### config.mk
export PLATFORM = sky130hd
export DESIGN_NAME = ge_arbiter
export DESIGN_NICKNAME = d
export VERILOG_FILES = /design/src/rtl/ge_arbiter_pkg.sv /design/src/rtl/ge.sv /design/src/rtl/ge_rr_pick.sv /design/src/rtl/ge_arbiter.sv
export SDC_FILE = /design/constraint.sdc
export NUM_CORES = 1
export LEC_CHECK = 0
export CAP_MARGIN = 30
export CORE_AREA = 2 2 107 109
export CTS_CLUSTER_SIZE = 10
export DETAILED_ROUTE_END_ITERATION = 12
export DIE_AREA = 0 0 109 111
export DONT_BUFFER_PORTS = 1
export GPL_TIMING_DRIVEN = 0
export PLACE_DENSITY_LB_ADDON = 0.1
export SLEW_MARGIN = 15
export SYNTH_ARGS = -nofsm -noshare
export SYNTH_HDL_FRONTEND = slang
export SYNTH_SLANG_ARGS = --single-unit
### constraint.sdc
create_clock -name clk -period 4.5 [get_ports clk]
set_input_delay 0.45 -clock clk [delete_from_list [all_inputs] [get_ports clk]]
set_output_delay 0.45 -clock clk [all_outputs]
set_load 0.005 [all_outputs]
### src/rtl/ge_arbiter_pkg.sv
// ge_arbiter_pkg: shared defaults for the ge_arbiter slice.
//   GE_NUM_REQ  default requester count
//   GE_WIDTH    default operand width
//   GE_LATENCY  default comparator clock-to-result latency
//   GE_ID_W     requester ID width for the default requester count
//   GE_TOT_LAT  accept-to-response latency (issue register + comparator)
//   ge_id_w()   ID width for any requester count (never below 1 bit)
package ge_arbiter_pkg;

  localparam int unsigned GE_NUM_REQ = 4;
  localparam int unsigned GE_WIDTH   = 32;
  localparam int unsigned GE_LATENCY = 1;

  // ID width helper: clog2, but at least one bit so a 1-wide field is always legal
  function automatic int unsigned ge_id_w(input int unsigned n);
    return (n < 2) ? 1 : $clog2(n);
  endfunction

  localparam int unsigned GE_ID_W    = ge_id_w(GE_NUM_REQ);
  localparam int unsigned GE_TOT_LAT = GE_LATENCY + 1;

endpackage

### src/rtl/ge.sv
// ge: shared unsigned greater-or-equal comparator, z = (a >= b), delayed by
// LATENCY register stages.
//   clk    system clock
//   rst_n  asynchronous active-low reset
//   a, b   WIDTH-bit unsigned operands
//   z      comparison result, LATENCY cycles after a/b are presented
module ge #(
  parameter int unsigned WIDTH   = 32,
  parameter int unsigned LATENCY = 1
) (
  input  logic             clk,
  input  logic             rst_n,
  input  logic [WIDTH-1:0] a,
  input  logic [WIDTH-1:0] b,
  output logic             z
);

  logic [LATENCY-1:0] r_pipe;

  // Compare, then carry the result down the latency pipe
  always_ff @(posedge clk or negedge rst_n) begin
    if (!rst_n) begin
      r_pipe <= '0;
    end else begin
      r_pipe[0] <= (a >= b);
      for (int unsigned s = 1; s < LATENCY; s++) begin
        r_pipe[s] <= r_pipe[s-1];
      end
    end
  end

  assign z = r_pipe[LATENCY-1];

endmodule

### src/rtl/ge_rr_pick.sv
// ge_rr_pick: combinational round-robin picker.
// Searches i_req starting at i_ptr and wrapping modulo NUM_REQ; the first set
// bit wins.
// Optional feature (macro GE_ARB_PRIO0_EN): requester 0 wins whenever it
// requests, and the rotation only covers requesters 1..NUM_REQ-1.
//   i_req      per-requester request vector
//   i_ptr      rotation start index
//   o_grant_c  one-hot grant (zero when nothing requests)
//   o_idx_c    encoded index of the granted requester
//   o_any_c    a grant was made
module ge_rr_pick
  import ge_arbiter_pkg::*;
#(
  parameter int unsigned NUM_REQ = GE_NUM_REQ,
  parameter int unsigned ID_W    = ge_id_w(NUM_REQ)
) (
  input  logic [NUM_REQ-1:0] i_req,
  input  logic [ID_W-1:0]    i_ptr,
  output logic [NUM_REQ-1:0] o_grant_c,
  output logic [ID_W-1:0]    o_idx_c,
  output logic               o_any_c
);

  logic [NUM_REQ-1:0] w_rr_req;

  // Offset-ordered search; indices stay constant so no variable bit-selects
  always_comb begin
    o_grant_c = '0;
    o_idx_c   = '0;
    o_any_c   = 1'b0;
    w_rr_req  = i_req;
`ifdef GE_ARB_PRIO0_EN
    // Requester 0 bypasses the rotation entirely
    w_rr_req[0] = 1'b0;
    if (i_req[0]) begin
      o_grant_c[0] = 1'b1;
      o_any_c      = 1'b1;
    end
`endif
    for (int unsigned off = 0; off < NUM_REQ; off++) begin
      for (int unsigned i = 0; i < NUM_REQ; i++) begin
        if (!o_any_c && w_rr_req[i] && (((32'(i_ptr) + off) % NUM_REQ) == i)) begin
          o_grant_c[i] = 1'b1;
          o_idx_c      = ID_W'(i);
          o_any_c      = 1'b1;
        end
      end
    end
  end

endmodule

### src/rtl/ge_arbiter.sv
// ge_arbiter: shares one `ge` comparator among NUM_REQ requesters.
// One round-robin grant per cycle; the granted operands and ID are registered
// into the issue stage, the ID rides a tag pipe alongside the comparator, and
// the result is returned as a one-hot strobe to its owner TOT_LAT cycles after
// acceptance.
// Optional feature: macro GE_ARB_PRIO0_EN gives requester 0 fixed top priority
// (handled inside ge_rr_pick; the pointer does not move on its grants).
//   clk           system clock
//   rst_n         asynchronous active-low reset
//   i_req_valid   per-requester request strobe
//   o_req_ready   one-hot grant (combinational), zero while in reset
//   i_req_a       flattened operand a, requester i at [i*WIDTH +: WIDTH]
//   i_req_b       flattened operand b, same packing
//   o_resp_valid  one-hot one-cycle result strobe
//   o_resp_z      comparison result, holds when o_resp_valid is zero
//   o_resp_id     owner of o_resp_z, holds when o_resp_valid is zero
//   o_busy        a comparison is in flight
module ge_arbiter
  import ge_arbiter_pkg::*;
#(
  parameter int unsigned NUM_REQ = GE_NUM_REQ,
  parameter int unsigned WIDTH   = GE_WIDTH,
  parameter int unsigned LATENCY = GE_LATENCY,
  parameter int unsigned ID_W    = ge_id_w(NUM_REQ)
) (
  input  logic                       clk,
  input  logic                       rst_n,
  input  logic [NUM_REQ-1:0]         i_req_valid,
  output logic [NUM_REQ-1:0]         o_req_ready,
  input  logic [NUM_REQ*WIDTH-1:0]   i_req_a,
  input  logic [NUM_REQ*WIDTH-1:0]   i_req_b,
  output logic [NUM_REQ-1:0]         o_resp_valid,
  output logic                       o_resp_z,
  output logic [ID_W-1:0]            o_resp_id,
  output logic                       o_busy
);

  logic [ID_W-1:0]    r_ptr;
  logic [NUM_REQ-1:0] w_grant;
  logic [ID_W-1:0]    w_idx;
  logic               w_any;
  logic               w_xfer;
  logic [ID_W-1:0]    w_ptr_next;
  logic [WIDTH-1:0]   w_a;
  logic [WIDTH-1:0]   w_b;

  logic               r_issue_v;
  logic [ID_W-1:0]    r_issue_id;
  logic [WIDTH-1:0]   r_issue_a;
  logic [WIDTH-1:0]   r_issue_b;

  logic [LATENCY-1:0] r_tag_v;
  logic [ID_W-1:0]    r_tag_id [LATENCY];

  logic               w_z;

  logic [NUM_REQ-1:0] r_resp_valid;
  logic               r_resp_z;
  logic [ID_W-1:0]    r_resp_id;

  // Round-robin selection
  ge_rr_pick #(
    .NUM_REQ (NUM_REQ),
    .ID_W    (ID_W)
  ) u_pick (
    .i_req     (i_req_valid),
    .i_ptr     (r_ptr),
    .o_grant_c (w_grant),
    .o_idx_c   (w_idx),
    .o_any_c   (w_any)
  );

  // Grants are suppressed while reset is asserted
  assign o_req_ready = rst_n ? w_grant : '0;
  assign w_xfer      = w_any & rst_n;
  assign w_ptr_next  = (32'(w_idx) == (NUM_REQ - 1)) ? '0 : w_idx + ID_W'(1);

  // Operand mux for the granted requester (grant is one-hot)
  always_comb begin
    w_a = '0;
    w_b = '0;
    for (int unsigned i = 0; i < NUM_REQ; i++) begin
      if (w_grant[i]) begin
        w_a = i_req_a[i*WIDTH +: WIDTH];
        w_b = i_req_b[i*WIDTH +: WIDTH];
      end
    end
  end

  // Rotation pointer: moves past the last granted requester
  always_ff @(posedge clk or negedge rst_n) begin
    if (!rst_n) begin
      r_ptr <= '0;
    end else if (w_xfer) begin
`ifdef GE_ARB_PRIO0_EN
      if (w_idx != '0) begin
        r_ptr <= w_ptr_next;
      end
`else
      r_ptr <= w_ptr_next;
`endif
    end
  end

  // Issue stage: operands and ID hold their last value when idle
  always_ff @(posedge clk or negedge rst_n) begin
    if (!rst_n) begin
      r_issue_v  <= 1'b0;
      r_issue_id <= '0;
      r_issue_a  <= '0;
      r_issue_b  <= '0;
    end else begin
      r_issue_v <= w_xfer;
      if (w_xfer) begin
        r_issue_id <= w_idx;
        r_issue_a  <= w_a;
        r_issue_b  <= w_b;
      end
    end
  end

  // Shared comparator
  ge #(
    .WIDTH   (WIDTH),
    .LATENCY (LATENCY)
  ) u_ge (
    .clk   (clk),
    .rst_n (rst_n),
    .a     (r_issue_a),
    .b     (r_issue_b),
    .z     (w_z)
  );

  // Tag pipe, same depth as the comparator so tags line up with results
  always_ff @(posedge clk or negedge rst_n) begin
    if (!rst_n) begin
      r_tag_v <= '0;
      for (int unsigned s = 0; s < LATENCY; s++) begin
        r_tag_id[s] <= '0;
      end
    end else begin
      r_tag_v[0]  <= r_issue_v;
      r_tag_id[0] <= r_issue_id;
      for (int unsigned s = 1; s < LATENCY; s++) begin
        r_tag_v[s]  <= r_tag_v[s-1];
        r_tag_id[s] <= r_tag_id[s-1];
      end
    end
  end

  // Response register: strobe is one cycle, z/id hold between results
  always_ff @(posedge clk or negedge rst_n) begin
    if (!rst_n) begin
      r_resp_valid <= '0;
      r_resp_z     <= 1'b0;
      r_resp_id    <= '0;
    end else begin
      r_resp_valid <= '0;
      if (r_tag_v[LATENCY-1]) begin
        r_resp_valid <= NUM_REQ'(1) << r_tag_id[LATENCY-1];
        r_resp_z     <= w_z;
        r_resp_id    <= r_tag_id[LATENCY-1];
      end
    end
  end

  assign o_resp_valid = r_resp_valid;
  assign o_resp_z     = r_resp_z;
  assign o_resp_id    = r_resp_id;
  assign o_busy       = r_issue_v | (|r_tag_v);

endmodule

==> impl_metrics.toml, run 1 <==
[cells_and_area]
fillCellCount = 1103
layout.nets = 848
regArea_sq_um = 2000
drive_above_1_share_pct = 9.52
multi_input_area_sq_um = 2470
area_growth_pct = 10.2
diodes = 0
utilization_pct = 48.2

[logic_synthesis]
synthTopCellsByArea = "dfrtp_1 (41%), a222oi_1 (13%), ha_1 (8.5%), a31oi_1 (8.3%), nand2_1 (5.9%)"
syn_nets = 836
ys.flop_type = "dfrtp_1"
yosys.area.top_type = "dfrtp_1"
synth_edf_count = 0
syn_inst = 541
synth_common_cells = "dfrtp_1 (80), nand2_1 (76), nor2_1 (74)"
synth-seq-cells = 80
ys_types = 39
syn_area_sq_um = 4850
syn_avg_cell_area_sq_um = 8.96
yosys_warnings = 0
synthDominantCellAreaShare_pct = 41.3
yosysSeqAreaShare_pct = 41.3
async_reset_ff_share_pct = 100
synth.most_common_cell = "dfrtp_1"

[setup_path]
start_kind = "flop"
crit_required_ns = 4.05
path_class = "flop to output pin"
endpoint_kind = "output pin"
crit_fanout = 10
worstPathArrival_ns = 2.09

[routing]
wl_met1_mm = 5.87
wl_met2_mm = 7.44
wire_per_inst_microns = 21.5
wl_mm = 15.0
via_count = 4496
drtAntennaViolNets = 0
top_layer = "met4"
drc = 0
vias_per_cell = 6.42
wl_met3_mm = 1.45
first_iter_violations = 494
first_pass_iters = 8

[clocking]
numCtsBuffers = 9
post_cts_buffers = 0
clk_pin_slew_ns = 0.06
ctsRootBufferMaster = "clkbuf_16"
cts_tree = "done"
cts_resized = 0
cts_buffer_depth = 2
clkSinkCount = 80
htreeDepth = 3
clk_latency_ns = 0.35

[timing]
fin_crit_ns = 2.54
min_period_over_period_pct = 56.4
slew_viol_final = 0
worst_slack_ns = 1.96
grt_setup_unrepaired = "false"
fmax_mhz = 394
fin_skew_ns = 0.00266
hold_viol_final = 0
finalSetupViolations = 0
tns_ns = 0
relSlewSlack_pct = 63.1
tightest_slew_ns = 0.553

[floorplanning]
core_sq_um = 11100
io_pins = 274
die-area_sq_um = 12100
die-width_microns = 109
rows = 39
initial_utilization_pct = 43.8
die_h_microns = 111

[grt]
grt_start_max_net_pins = 81
track_usage_pct = 25.1
grt_pass1_wl_mm = 22.9
grt-ovfl-total = 0
antenna_found_initial = 0
grt_pass1_vias = 4471

[placement]
gp_congestion = 0.807
io_buffers = 0
place_ws_ns = 2.18
dp_hpwl_mm = 11.4

[power]
power.density_nw_per_um2 = 567
p_leak_uw = 0.00232
ir_worst_vdd_v = 0.000315

[job]
drv_cap = 0

[hold_path]
holdCritPathClass = "primary input to async pin"

[run_status]
status = "complete, no violations"
area by class of cell:
type,instances,area share (%)
well taps,143,3.35
clock buffers,11,4.54
plain buffers,44,4.50
repair buffers,1,0.515
clock inverters,4,0.843
flip-flops and latches,80,37.5
multi-input cells,381,46.3
inverters,36,2.53
registers in the layout (all words and copies together), names as in the netlist:
name and cells:
o_resp_id 2, r_issue_a 32, o_resp_valid 4, r_tag_id 2, r_issue_v 1, r_issue_id 2, r_ptr 2, u_ge.z 1
r_issue_b 32, r_tag_v 1, o_resp_z 1
worst paths after layout:
path | from | to | slack (ns) | depth (start not counted)
setup / recovery | r_ptr[1] | o_req_ready[3] | 1.96 | 6
hold / removal | rst_n | r_issue_b[24] | 0.005 | 1
setup reg to reg | r_ptr[1] | r_ptr[1] | 2.36 | 7
hold reg to reg | r_issue_id[0] | r_tag_id[0] | 0.38 | 0
max in group asynchronous | rst_n | o_resp_valid[2] | 4.18 | 1
min in group clk | i_req_a[12] | r_issue_a[12] | 0.25 | 2
critical path, stage by stage (launching register included):
cell     delay (ns)
dfrtp_1        0.33
buf_4          0.14
o21ai_1        0.07
a21oi_1        0.39
buf_2          0.37
buf_2          0.27
and2_1         0.17
routing by layer:
layer  vias to the layer above  track usage [%]
met5                         -                0
met4                         0             6.84
met3                        15             8.29
met2                       245             41.4
met1                      2155             31.3
li1                       2081                -
kinds of logic after synthesis:
logic type | count (synthesis) | synth area share, %
AND/OR/NAND/NOR | 175 | 14.8
AO/OA/AOI/OAI | 168 | 26.5
buffers and inverters | 80 | 7.74
adder cells (fa/ha/maj) | 33 | 8.51
flip-flops | 80 | 41.3
multiplexers | 5 | 1.16
placed cells by master (no fill, tap or decap), types with 2 or more instances in the layout:
cell       synthesis  final
o21a_1             2      2
o211ai_1           3      3
clkbuf_1          13     14
clkbuf_16          0      9
dfrtp_1           80     80
buf_6              5      5
buf_4              2      2
o22ai_1            2      2
a222oi_1          64     64
nor2b_1            2      2
and2_1             4      4
nand4_1            2      2
o21ai_1            2      2
nor3_1             2      2
o21ai_0           10     10
nand3_1            4      4
nor2_1            74     74
buf_2             24     24
inv_1             36     36
a31oi_1           64     64
nand2_1           76     76
clkinv_2           0      3
ha_1              33     33
a21oi_1           14     14
mux2_2             4      4
or2_1              2      2
and3_1             3      3
repair_timing:
action / 4_1_cts / 5_1_grt
hold endpoints to repair: 80 / 0
setup endpoints to repair: 0 / 0
hold buffers: 1 / 0
per-stage QoR:
stage,instance area [sq um],cells,hold slack (ns),total power (uW)
6_report,5340,700,0.00484,3030
5_1_grt,5340,700,0.0280,3300
4_1_cts,5340,700,0.0175,3060
3_5_place_dp,5030,684,0.157,2310
3_3_place_gp,5030,684,0.157,2270
2_1_floorplan,4850,541,0.154,1980
report_power, final:
part / switching, uW / internal, uW / total [uW]
Sequential: 138 / 947 / 1090
Combinational: 693 / 525 / 1220
Clock: 289 / 439 / 727
Total: 1120 / 1910 / 3030
No activity file was read; power rests on OpenSTA's default activity.
==> inputs of run 2 (changes only) <==
CORE_AREA = 2 2 106 108   (was 2 2 107 109)
DIE_AREA = 0 0 108 110   (was 0 0 109 111)
clock period = 2.2 ns   (was 4.5 ns; I/O delays follow)
==> run 2 against run 1 <==
Net effect: cell count increased by 5.7%; flip-flop and latch count unchanged; first-iteration DRC count decreased by 0.61%; sequential share of layout area decreased by 2.6 points; worst hold slack improved by 0.0044 ns; worst setup slack got worse by 1.9 ns; final area increased by 7.6%; clock skew increased by 0.0038 ns; core utilization increased by 5.5 points; register-to-register slack got worse by 2.3 ns; clock power increased by 98%; highest routed layer unchanged.
==> impl_metrics.toml, run 2 (synthesis gave the netlist of run 1 again) <==
[setup_path]
worstPathArrival_ns = 2.34
start_kind = "flop"
crit_fanout = 10
crit_required_ns = 2.42
endpoint_kind = "flop"
path_class = "flop to flop"

[floorplanning]
rows = 38
die-area_sq_um = 11900
core_sq_um = 10700
die-width_microns = 108
die_h_microns = 110
initial_utilization_pct = 45.3
io_pins = 274

[clocking]
ctsRootBufferMaster = "clkbuf_8"
cts_tree = "done"
clkSinkCount = 80
clk_latency_ns = 0.36
numCtsBuffers = 9
htreeDepth = 3
cts_buffer_depth = 2
clk_pin_slew_ns = 0.09

[routing]
drtAntennaViolNets = 0
wl_mm = 15.2
vias_per_cell = 6.36
wire_per_inst_microns = 20.6
drc = 0
first_iter_violations = 491
first_pass_iters = 8
via_count = 4704

[cells_and_area]
utilization_pct = 53.7
layout.nets = 890
fillCellCount = 1008
final_common_cell = "dfrtp_1"
mostFrequentLayoutCells = "dfrtp_1 (80), nand2_1 (76), nor2_1 (74)"
drive_above_1_share_pct = 9.83
diodes = 0
area_growth_pct = 18.5

[timing]
worst_slack_ns = 0.0786
slew_viol_final = 0
grt_setup_unrepaired = "false"
tns_ns = 0
fmax_mhz = 471
relSlewSlack_pct = 56.5
fin_crit_ns = 2.12
tightest_slew_ns = 0.653
fin_skew_ns = 0.00645
finalSetupViolations = 0
min_period_over_period_pct = 96.4
hold_viol_final = 0

[grt]
grt-ovfl-total = 0
antenna_found_initial = 0
grt_start_max_net_pins = 81
grt_pass1_wl_mm = 22.6
track_usage_pct = 24.9
grt_pass1_vias = 4590

[hold_path]
holdCritPathClass = "primary input to flop"

[power]
p_leak_uw = 0.00249
ir_worst_vdd_v = 0.000417
power.density_nw_per_um2 = 1090

[placement]
io_buffers = 0
place_ws_ns = -0.0207
dp_hpwl_mm = 11.4
gp_congestion = 0.798

[run_status]
status = "complete, no violations"

[job]
drv_cap = 0
-- run 2: critical path: stages (launching register included) --
cell      delay (ns)
dfrtp_1         0.37
buf_4           0.16
o21ai_0         0.22
a21oi_2         0.08
buf_4           0.14
clkbuf_1        0.25
a222oi_1        0.59
a31oi_1         0.16
-- run 2: worst paths after layout --
kind,startpoint,end,slack [ns],depth (start not counted)
min,i_req_b[12],r_issue_b[12],0.009,2
min in group asynchronous,rst_n,o_resp_valid[2],0.42,2
max in group asynchronous,rst_n,r_issue_a[5],1.46,2
max,r_ptr[1],r_issue_a[22],0.08,7
min reg2reg,r_issue_id[1],r_tag_id[1],0.38,0
max reg2reg,r_ptr[1],r_issue_a[22],0.08,7
-- run 2: repair_timing --
item | CTS | global route
pin swaps | 1 | 1
setup endpoints to repair | 3 | 2
hold buffers | 41 | 0
gates resized for setup | 3 | 2
hold endpoints to repair | 119 | 0
setup buffers | 0 | 3
-- run 2: layer usage --
layer | global-route usage, % | wire length (microns) | vias to the layer above | share of wire [%]
met5 | 0 | 0 | - | 0
li1 | - | - | 2160 | -
met4 | 9.16 | 299 | 0 | 2.0
met3 | 3.53 | 1120 | 21 | 7.4
met1 | 31.0 | 6190 | 2268 | 41
met2 | 44.2 | 7610 | 255 | 50
-- run 2: final cells by class --
class | count | area [sq um] | area share (%)
Clock inverter | 7 | 144 | 2.50
Tap cell | 140 | 175 | 3.05
Timing Repair Buffer | 44 | 450 | 7.83
Clock buffer | 9 | 124 | 2.15
Buffer | 43 | 243 | 4.22
Multi-Input combinational cell | 381 | 2480 | 43.1
Sequential cell | 80 | 2000 | 34.8
Inverter | 36 | 135 | 2.35
-- run 2: metrics by stage --
step | instances | power (uW) | area [sq um] | hold slack [ns]
after floorplan | 541 | 4050 | 4850 | -0.0756
after global placement | 681 | 4650 | 5020 | -0.0738
after detailed placement | 681 | 4710 | 5020 | -0.0732
after CTS | 737 | 6260 | 5730 | 0.00000500
after global routing | 740 | 6740 | 5750 | 0.00904
final | 740 | 6240 | 5750 | 0.00919
-- run 2: power by group --
part	switching [uW]	internal (uW)	leakage [uW]
Combinational	1450	1140	0.00142
Clock	568	870	0.000126
Sequential	283	1930	0.000936
Total	2300	3940	0.00249
==> inputs of run 3 (changes only) <==
PLACE_DENSITY = 0.63   (was default)
PLACE_DENSITY_LB_ADDON = default   (was 0.1)
==> run 3 against run 2 <==
Net effect: non-clock buffer count decreased by 13; via count shrank 1.8%; core utilization decreased by 1.7 points; clock skew rose by 0.0048 ns; die area did not move; flip-flop and latch count did not move; cell count decreased by 1.8%; critical path depth shrank 1; register-to-register slack gained 0.08 ns; fmax increased by 3.4%; largest power group unchanged; highest routed layer unchanged.
==> impl_metrics.toml, run 3 (synthesis gave the netlist of run 1 again) <==
[clocking]
clk_latency_ns = 0.36
ctsRootBufferMaster = "clkbuf_8"
cts_buffer_depth = 2
clk_pin_slew_ns = 0.09
cts_tree = "done"
numCtsBuffers = 9
htreeDepth = 3
clkSinkCount = 80

[routing]
drtAntennaViolNets = 0
via_count = 4621
first_iter_violations = 436
wire_per_inst_microns = 22.4
first_pass_iters = 9
wl_mm = 16.3
vias_per_cell = 6.36
drc = 0

[grt]
grt_pass1_wl_mm = 24.0
grt-ovfl-total = 0
grt_start_max_net_pins = 81
antenna_found_initial = 0
grt_pass1_vias = 4668
track_usage_pct = 27.1

[power]
p_comb_share_pct = 43.7
ir_worst_vdd_v = 0.000387
sw_frac_of_total_pct = 39.4
power.density_nw_per_um2 = 1060
p_leak_uw = 0.00239
switchingPower_uw = 2320
pwr-share-seq_pct = 37.7
p_int_uw = 3580
clkPwrFrac_pct = 18.6

[cells_and_area]
area_growth_pct = 14.8
fillCellCount = 1030
final_common_cell = "dfrtp_1"
drive_above_1_share_pct = 9.54
final_cells = 727
layout.nets = 877
diodes = 0
mostFrequentLayoutCells = "dfrtp_1 (80), nand2_1 (76), nor2_1 (74)"

[floorplanning]
initial_utilization_pct = 45.3
die-area_sq_um = 11900
io_pins = 274
die_h_microns = 110
core_sq_um = 10700
rows = 38
die-width_microns = 108

[setup_path]
worstPathArrival_ns = 1.83
cp_slowest_stage_delay_ns = 0.33
rr_worst_depth = 7
path_cells = "buf_4 > o21ai_0 > a21oi_4 > buf_6 > buf_2 > and2_1"
path_class = "flop to output pin"
slowest_stage = "dfrtp_1"
crit_buf_inv = 3
worstSetupPathDepth = 6
crit_required_ns = 1.98
path_delay_family = "buffers and inverters"
endpoint_kind = "output pin"
crit_fanout = 10
start_kind = "flop"

[timing]
finalSetupViolations = 0
tightest_slew_ns = 0.586
min_period_over_period_pct = 93.3
fmax_mhz = 487
hold_slack_ns = 0.0163
fin_skew_ns = 0.0113
hold_viol_final = 0
fin_crit_ns = 2.05
grt_setup_unrepaired = "false"
slew_viol_final = 0
relSlewSlack_pct = 61.0

[placement]
gp_congestion = 0.855
io_buffers = 0
place_inst = 681
dp_hpwl_mm = 12.1

[job]
drv_cap = 0

[hold_path]
min_path_cells = 2
holdCritPathClass = "primary input to flop"

[run_status]
status = "complete, no violations"
[run 3: changes by cell type in the layout (fill, tap and decap cells not counted), moves of 3 or more]
cell / before / now
dlygate4sd3_1: 40 / 30
bufinv_16: 4 / 1
buf_4: 5 / 2
clkinvlp_4: 2 / 5
[run 3: per-layer routing]
metal	share of wire, %	GRT usage (%)	wire length [microns]
met1	39	32.6	6280
met2	50	48.3	8150
met3	9.1	5.17	1490
met4	2.1	9.80	348
met5	0	0	0
[run 3: final timing paths]
kind                                     from             end  slack (ns)
worst max-delay path                 r_ptr[1]  o_req_ready[3]        0.15
worst min-delay path              i_req_a[12]   r_issue_a[12]        0.02
worst max register to register       r_ptr[1]        r_ptr[1]        0.16
worst min register to register  r_issue_id[0]     r_tag_id[0]        0.39
max in group asynchronous               rst_n   r_issue_a[24]        1.41
min in group asynchronous               rst_n    r_issue_b[3]        0.44
[run 3: area by class of cell]
class                      instances  area (sq um)  share of cell area (%)
timing repair buffer              32           335                    6.02
inverter                          36           135                    2.43
multi-input combinational        381          2480                    44.6
clock inverter                     7          72.6                    1.30
buffer                            42           241                    4.34
sequential                        80          2000                    35.9
tap                              140           175                    3.15
clock buffer                       9           124                    2.22
[run 3: timing repair]
item / 4_1_cts / 5_1_grt
endpoints found under the hold margin: 109 / 0
hold buffers: 31 / 0
resized for setup: 4 / 1
setup endpoints to repair: 3 / 7
buffers inserted: 1 / 0
pin swaps: 1 / 0
[run 3: power by group through the flow]
stage / combinational (uW) / sequential, uW / clock [uW]
2_1_floorplan: 1890 / 2160 / 0
3_3_place_gp: 2390 / 2240 / 0
3_5_place_dp: 2470 / 2250 / 0
4_1_cts: 2590 / 2220 / 1120
5_1_grt: 2950 / 2290 / 1170
6_report: 2580 / 2220 / 1100
[run 3: through the flow]
step	power, uW	setup WS (ns)	area [sq um]	setup TNS, ns	util, %
detailed placement	4730	-0.0808	5020	-0.0808	47.0
CTS	5930	0.0319	5570	0	52.1
finish	5900	0.148	5570	0	52.1
global route	6410	0.0101	5570	0	52.1
floorplan	4050	0.407	4850	0	-
global placement	4640	-0.135	5020	-0.135	47.0
